==> src/rtl/pwm_pkg.sv <==
// Shared PWM definitions: duty width of the triangle PWM core and the
// ramp sequencer state encoding (kept as named 2-bit constants so other
// PWM blocks can decode the same state values).
package pwm_pkg;

    localparam int PWM_WIDTH = 4;

    localparam logic [1:0] ENC_IDLE     = 2'd0;
    localparam logic [1:0] ENC_RAMP     = 2'd1;
    localparam logic [1:0] ENC_SHUTDOWN = 2'd2;

    typedef enum logic [1:0] {
        IDLE     = ENC_IDLE,
        RAMP     = ENC_RAMP,
        SHUTDOWN = ENC_SHUTDOWN
    } pwm_ramp_state_t;

endpackage

==> src/rtl/pwm_step_sat.sv <==
// Combinational saturating step: moves duty one step toward target and
// never passes it. Arithmetic is WIDTH+1 bits so neither the sum can wrap
// past 2^WIDTH-1 nor the difference past 0.
//   duty   : current applied duty
//   target : ramp target
//   step   : step size (caller guarantees non-zero)
//   nxt    : next duty
module pwm_step_sat #(
    parameter int WIDTH = 4
) (
    input  logic [WIDTH-1:0] duty,
    input  logic [WIDTH-1:0] target,
    input  logic [WIDTH-1:0] step,
    output logic [WIDTH-1:0] nxt
);

    logic [WIDTH:0] up_sum;
    logic [WIDTH:0] dn_diff;

    assign up_sum  = {1'b0, duty} + {1'b0, step};
    assign dn_diff = {1'b0, duty} - {1'b0, step};

    always_comb begin
        nxt = duty;
        if (target > duty) begin
            nxt = (up_sum > {1'b0, target}) ? target : up_sum[WIDTH-1:0];
        end else if (target < duty) begin
            // MSB set means the subtraction borrowed below zero
            nxt = (dn_diff[WIDTH] || (dn_diff[WIDTH-1:0] < target)) ?
                  target : dn_diff[WIDTH-1:0];
        end
    end

endmodule

==> src/rtl/pwm_ramp_ctrl.sv <==
// Duty-cycle sequencer for the triangle PWM core. Accepts a target duty
// over valid/ready, then slews duty_out toward it by step once every
// TICKS_PER_STEP period ticks. kill forces duty 0 and parks in SHUTDOWN.
//   clk, rst_n   : clock, async active-low reset
//   period_tick  : PWM period boundary pulse
//   kill         : level, zero duty and block requests
//   req_valid/req_ready/req_duty/req_step : target request handshake
//   duty_out     : registered duty to the PWM core
//   busy         : state != IDLE
//   done         : one-cycle pulse per completed request
module pwm_ramp_ctrl
    import pwm_pkg::*;
#(
    parameter int WIDTH          = PWM_WIDTH,
    parameter int TICKS_PER_STEP = 1
) (
    input  logic             clk,
    input  logic             rst_n,
    input  logic             period_tick,
    input  logic             kill,
    input  logic             req_valid,
    output logic             req_ready,
    input  logic [WIDTH-1:0] req_duty,
    input  logic [WIDTH-1:0] req_step,
    output logic [WIDTH-1:0] duty_out,
    output logic             busy,
    output logic             done
);

    localparam int CW = $clog2(TICKS_PER_STEP + 1);
    localparam logic [CW-1:0] TPS = CW'(TICKS_PER_STEP);

    pwm_ramp_state_t  state;
    logic [CW-1:0]    tick_cnt;
    logic [WIDTH-1:0] tgt;
    logic [WIDTH-1:0] stp;
    logic [WIDTH-1:0] step_eff;
    logic [WIDTH-1:0] duty_nxt;

    // Decoded from the state register only, so no input-to-output path.
    assign req_ready = (state == IDLE);
    assign busy      = (state != IDLE);

    assign step_eff = (req_step == '0) ? WIDTH'(1) : req_step;

    pwm_step_sat #(.WIDTH(WIDTH)) u_step (
        .duty   (duty_out),
        .target (tgt),
        .step   (stp),
        .nxt    (duty_nxt)
    );

    always_ff @(posedge clk or negedge rst_n) begin
        if (!rst_n) begin
            state    <= IDLE;
            duty_out <= '0;
            done     <= 1'b0;
            tick_cnt <= '0;
            tgt      <= '0;
            stp      <= '0;
        end else begin
            done <= 1'b0;
            if (kill) begin
                state    <= SHUTDOWN;
                duty_out <= '0;
                tick_cnt <= '0;
            end else begin
                case (state)
                    IDLE: begin
                        if (req_valid) begin
                            tgt      <= req_duty;
                            stp      <= step_eff;
                            tick_cnt <= '0;
                            if (req_duty == duty_out) done  <= 1'b1;
                            else                      state <= RAMP;
                        end
                    end
                    RAMP: begin
                        if (period_tick) begin
                            if (tick_cnt + 1'b1 == TPS) begin
                                tick_cnt <= '0;
                                duty_out <= duty_nxt;
                                if (duty_nxt == tgt) begin
                                    done  <= 1'b1;
                                    state <= IDLE;
                                end
                            end else begin
                                tick_cnt <= tick_cnt + 1'b1;
                            end
                        end
                    end
                    SHUTDOWN: state <= IDLE;
                    default:  state <= IDLE;
                endcase
            end
        end
    end

endmodule

==> config.mk <==
export PLATFORM = sky130hd
export DESIGN_NAME = pwm_ramp_ctrl
export DESIGN_NICKNAME = d
export VERILOG_FILES = /design/src/rtl/pwm_pkg.sv /design/src/rtl/pwm_step_sat.sv /design/src/rtl/pwm_ramp_ctrl.sv
export SDC_FILE = /design/constraint.sdc
export NUM_CORES = 1
export LEC_CHECK = 0
export CORE_MARGIN = 2
export CORE_UTILIZATION = 35
export DETAILED_ROUTE_END_ITERATION = 6
export PLACE_DENSITY = 0.66
export SLEW_MARGIN = 20
export SYNTH_ARGS = -nofsm -noshare
export SYNTH_HDL_FRONTEND = slang
export SYNTH_HIERARCHICAL = 1
export SYNTH_SLANG_ARGS = --single-unit
==> constraint.sdc <==
create_clock -name clk -period 10.3 [get_ports clk]
set_input_delay 1.545 -clock clk [delete_from_list [all_inputs] [get_ports clk]]
set_output_delay 1.545 -clock clk [all_outputs]
set_load 0.01 [all_outputs]
After elaboration in Yosys (flattened, before gate mapping)

Cells that the tools add are included.

Bitwise gates (word level): 1
$add $sub $neg: 3
Equal/unequal tests: 8
Muxes and demuxes: 27
$lt $le $gt $ge: 4
Reductions and logical operators: 12

Operator list:

| cell                                                 | number |
|---|---|
| 2-to-1 mux 4 bit                                     | 9 |
| != test 3 bit (second input constant)                | 5 |
| 2-to-1 mux 2 bit                                     | 6 |
| 2-to-1 mux 1 bit                                     | 9 |
| AND reduction 3 bit                                  | 3 |
| equality test 4 bit                                  | 2 |
| < comparator 4 bit                                   | 2 |
| nonzero test 2 bit                                   | 4 |
| adder 4 x 4 -> 5 bit                                 | 1 |
| greater-than comparator 5 x 4 -> 1 bit               | 1 |
| AND reduction 5 bit                                  | 1 |
| subtractor 4 x 4 -> 5 bit                            | 1 |
| greater-than comparator 4 bit                        | 1 |
| logical NOT 4 bit                                    | 1 |
| one-hot mux 1 bit (2 select lines)                   | 2 |
| one-hot mux 2 bit (2 select lines)                   | 1 |
| nonzero test 3 bit                                   | 1 |
| equality test 2 x 1 -> 1 bit (second input constant) | 1 |
| logical NOT 2 bit                                    | 1 |
| adder 1 bit (second input constant)                  | 1 |
| logical OR 1 bit                                     | 1 |
| NOT 1 bit                                            | 1 |

Word-level logic and storage cells: 61
Output and inout bits: 7
Flip-flop bits (word level): 16

Logic depth before layout (Yosys ltp)

Depth in word-level cells: 12
Mapped depth: 17
Gate-level depth less buffers: 17

Cells and area by module

Netlist, hierarchy kept.

Modules (own cells, without submodules):

| module        | area an instance (µm²) | instances | cells each | sequential area each (µm²) |
|---|---|---|---|---|
| pwm_step_sat  | 744.5                  | 1         | 92         | 0.0 |
| pwm_ramp_ctrl | 724.4                  | 1         | 56         | 375.4 |

Worst setup path after synthesis

OpenSTA, ideal clock, no wires.

Kind: register -> register
Start: register duty_out[1]
End: register state[0]
Buffers on the path: 0
Arrival: 3.234 ns
Clock period less this slack: 3.372 ns
Slack: 6.928 ns
Setup time: 0.138 ns
Stages on the path, launching flop included: 15
Data required time: 10.162 ns
Path through: dfrtp_1 > ha_1 > nand2b_1 > a21oi_1 > nor3_1 > or2_2 > ha_1 > a41oi_1 > a221oi_4 > nand2b_1 > a21oi_1 > o22a_1 > xor2_1 > nor4_1 > o22ai_1

Longest elaborated chain between the ends: 9

RTL lines:

| element                           | line                | text |
|---|---|---|
| from (decl)                       | pwm_ramp_ctrl.sv:25 | `output logic [WIDTH-1:0] duty_out,` |
| from (signal assigned)            | pwm_ramp_ctrl.sv:82 | `duty_out <= duty_nxt;` |
| subtractor 4 x 4 -> 5 bit         | pwm_step_sat.sv:21  | `assign dn_diff = {1'b0, duty} - {1'b0, step};` |
| < comparator 4 bit                | pwm_step_sat.sv:29  | `nxt = (dn_diff[WIDTH] \|\| (dn_diff[WIDTH-1:0] < target)) ?` |
| logical OR 1 bit                  | pwm_step_sat.sv:29  |  |
| 2-to-1 mux 4 bit                  | pwm_step_sat.sv:29  |  |
| 2-to-1 mux 4 bit                  | pwm_step_sat.sv:27  | `end else if (target < duty) begin` |
| 2-to-1 mux 4 bit (*)              | pwm_step_sat.sv:25  | `if (target > duty) begin` |
| via duty_nxt[3]                   | pwm_ramp_ctrl.sv:38 | `logic [WIDTH-1:0] duty_nxt;` |
| equality test 4 bit (*)           | pwm_ramp_ctrl.sv:83 | `if (duty_nxt == tgt) begin` |
| != test 3 bit (no line) (*)       | --                  |  |
| AND reduction 5 bit (no line) (*) | --                  |  |
| to (signal assigned)              | pwm_ramp_ctrl.sv:85 | `state <= IDLE;` |
| to (signal assigned)              | pwm_ramp_ctrl.sv:92 | `SHUTDOWN: state <= IDLE;` |
| to (signal assigned)              | pwm_ramp_ctrl.sv:93 | `default: state <= IDLE;` |
| to (decl)                         | pwm_ramp_ctrl.sv:33 | `pwm_ramp_state_t state;` |

Mark *: on every way through the listed nets, which the timed path passes. The rest lies on a longest branch.
A chain may end at the register's enable or synchronous reset.

Worst setup path in the final report

Same ends and word-level chain as after synthesis.

==> flow_summary_export.csv <==
group,metric,value,unit
synth,ys_ff_latch,15,
route,ant_nets,0,
cts,root_buffer,"clkbuf_8",
cts,ctsResizeCount,0,
setup_path,worst-setup-path-type,"register to register",
sta,clock_skew,0.001996,ns
floorplan,rows,23,
cells_and_area,filler_cell_count,388,
min_path,hp-class,"register to register",
sta,worst_hold_slack,0.5567,ns
global_route,grt_pass1_wl,5.244,mm
pwr,p_leak,0.0007903,uW
floorplan,coreArea,0.004029,mm^2
setup_path,startpoint_type,"register",
cts,cts_buffer_depth,2,
cts,clock-sinks,15,
cts,postCtsHoldBufs,0,
sta,slew_violations,0,
synth,synth.net_count,182,
cts,htree_levels,1,
cts,worst_skew_pair.late_latency,0.24,ns
setup_path,ff2ff_setup_slack,6.44,ns
pwr,p_per_area,176.6,mW/mm^2
synth,synth_edf_count,0,
floorplan,initial_utilization,0.3646,
synth,yosysWarnings,6,
setup_path,required,10.40,ns
cts,cts_setup_buffers,0,
cells_and_area,design_area,0.001740,mm^2
setup_path,cp.arrival,3.96,ns
sta,period_needed,3.855,ns
global_route,antenna_found_initial,0,
synth,netlist_area,0.001469,mm^2
route,drt_first_pass_iters,4,
global_route,grt_max_degree,16,
route,vias,1149,
global_route,overflow,0,
sta,rsz0062_at_grt,"false",
synth,yosys.area.top_type_share,0.2555,
floorplan,die_w,68.79,um
floorplan,die_y,68.79,um
sta,fin_setup_tns,0,ns
global_route,track_usage,0.1474,
synth,yosysTopAreaCell,"dfrtp_1",
synth,syn_inst,148,
setup_path,rr_startpoint,"duty_out[1]$_DFFE_PN0P_",
sta,slew_headroom,0.5533,
cts,cts_tree,"built",
setup_path,r2r_cells,13,
synth,synth_top_flop_cell,"dfrtp_1",
synth,ys_seq_area_frac,0.2555,
placed_design,portBuffers,19,
job,cap_violations,0,
placed_design,place_area,0.001695,mm^2
cells_and_area,nets,203,
min_path,min_path_cells,1,
route,wl_per_cell,14.59,um
placed_design,dp_hpwl,2.597,mm
setup_path,worst_setup_path_end_kind,"register",
setup_path,crit_fanout,8,
sta,worstMarginPinSlew,0.6679,ns
synth,synthTopCellsByArea,"dfrtp_1 26%, ha_1 16%, mux2_4 7.2%",
synth,syn_avg_cell_area,9.925,um^2
run_status,status,"completed",
sta,layout_worst_path_cycle_share,0.3743,
floorplan,die-area,0.004731,mm^2
route,drt_iter0_drc,75,
route,drc_errors,0,
sta,hold_viol,0,
pwr,p_total,307.4,uW
cells_and_area,fin_util,0.4320,
cts,clk_pin_slew_worst_paths,0.06,ns
global_route,grt_pass1_vias,1160,
synth,async_reset_ff_frac,1.000,
floorplan,io_pins,20,
sta,fmax,259.4,MHz
sta,setup_viol,0,
cells_and_area,drive_above_1_share,0.1310,
pwr,ir_worst_vdd,0.00009532,V
route,finalWirelength,3.180,mm
cells_and_area,area_growth_syn_to_layout,18.48,%
cts,numCtsBuffers,3,
min_path,min-delay-start,"stp[3]$_DFFE_PN0P_",
placed_design,place_congestion,0.8669,
route,vias_per_cell,5.271,
synth,synth.distinct_cells,44,
setup_path,worstSetupStartpoint,"duty_out[1]$_DFFE_PN0P_",
cells_and_area,diodes,0,
## flip-flops by register name, indices dropped and copies added (netlist names)
| name | cells |
|---|---|
| state | 2 |
| duty_out | 4 |
| stp | 4 |
| done | 1 |
| tgt | 4 |
## final timing paths
path,to
max,state[0]$_DFFE_PN0P_
min,stp[3]$_DFFE_PN0P_
max reg2reg,state[0]$_DFFE_PN0P_
min reg2reg,stp[3]$_DFFE_PN0P_
max in group asynchronous,duty_out[3]$_DFFE_PN0P_
min in group asynchronous,tgt[3]$_DFFE_PN0P_
## per-layer routing
metal  track usage  vias up  part of all wire
met1        0.1918      549              0.47
met3       0.01461        2             0.044
met2        0.2572       38              0.48
met5             0        -                 0
li1              -      560                 -
met4       0.04412        0            0.0063
## stage by stage
| step | setup WS [ns] | instances |
|---|---|---|
| 2_1_floorplan | 6.928 | 148 |
| 3_3_place_gp | 6.630 | 214 |
| 3_5_place_dp | 6.485 | 214 |
| 4_1_cts | 6.474 | 218 |
| 5_1_grt | 6.203 | 218 |
| 6_report | 6.445 | 218 |
## cells in the final DEF, fill, tap and decap left out, types with 2 or more instances in the layout
master and n:
clkdlybuf4s50_1 19, ha_1 19, inv_1 18, dfrtp_1 15, nor2_1 10, xor2_1 9
nand2_1 9, mux2_4 7, mux2i_1 6, a21oi_1 6, nor3_1 4, clkbuf_8 3
o21ai_0 3, nor4_1 2, nor3b_1 2, xnor2_1 2, nand3b_1 2, nand2b_1 2
o211ai_1 2, a31oi_1 2, fa_1 2
## critical path, stage by stage (launching register included)
cell and delay (ns):
dfrtp_1 0.52, ha_1 0.37, nand2b_1 0.15, a21oi_1 0.18
nor3_1 0.08, or2_2 0.29, ha_1 0.30, a41oi_1 0.18
a221oi_4 0.41, nor3_1 0.09, o32ai_1 0.47, xor2_1 0.12
nor4_1 0.43, o22ai_1 0.13
## cells by family (layout without fill, tap and decap cells)
logic type / count (synthesis) / count (layout) / synth area share
flops: 15 / 15 / 0.2555
fa+ha+maj: 21 / 21 / 0.1891
mux: 14 / 14 / 0.1201
compound gates: 28 / 28 / 0.1635
simple gates: 37 / 37 / 0.1397
buf+inv: 22 / 42 / 0.06643
xor+xnor: 11 / 11 / 0.06559
## power by group
part,total (uW),internal (uW),switching (uW)
sequential,80.1,67.0,13.1
clock,45.7,27.3,18.4
combinational,182,86.5,95.1
## Yosys cell counts (2+ instances only)
| library cell | number |
|---|---|
| a21oi_1 | 6 |
| a31oi_1 | 2 |
| buf_6 | 2 |
| dfrtp_1 | 15 |
| fa_1 | 2 |
| ha_1 | 19 |
| inv_1 | 18 |
| mux2_4 | 7 |
| mux2i_1 | 6 |
| nand2_1 | 9 |
| nand2b_1 | 2 |
| nand3b_1 | 2 |
| nor2_1 | 10 |
| nor3_1 | 4 |
| nor3b_1 | 2 |
| nor4_1 | 2 |
| o211ai_1 | 2 |
| o21ai_0 | 3 |
| xnor2_1 | 2 |
| xor2_1 | 9 |
## area by class of cell
cell class | instances | area, um^2 | area share
well taps | 50 | 62.56 | 0.03595
clock buffers | 4 | 45.04 | 0.02588
multi-input cells | 111 | 996.0 | 0.5722
inverters | 19 | 71.32 | 0.04098
repair buffers | 19 | 190.2 | 0.1093
flip-flops and latches | 15 | 375.4 | 0.2157
No activity file was read; power rests on OpenSTA's default activity.
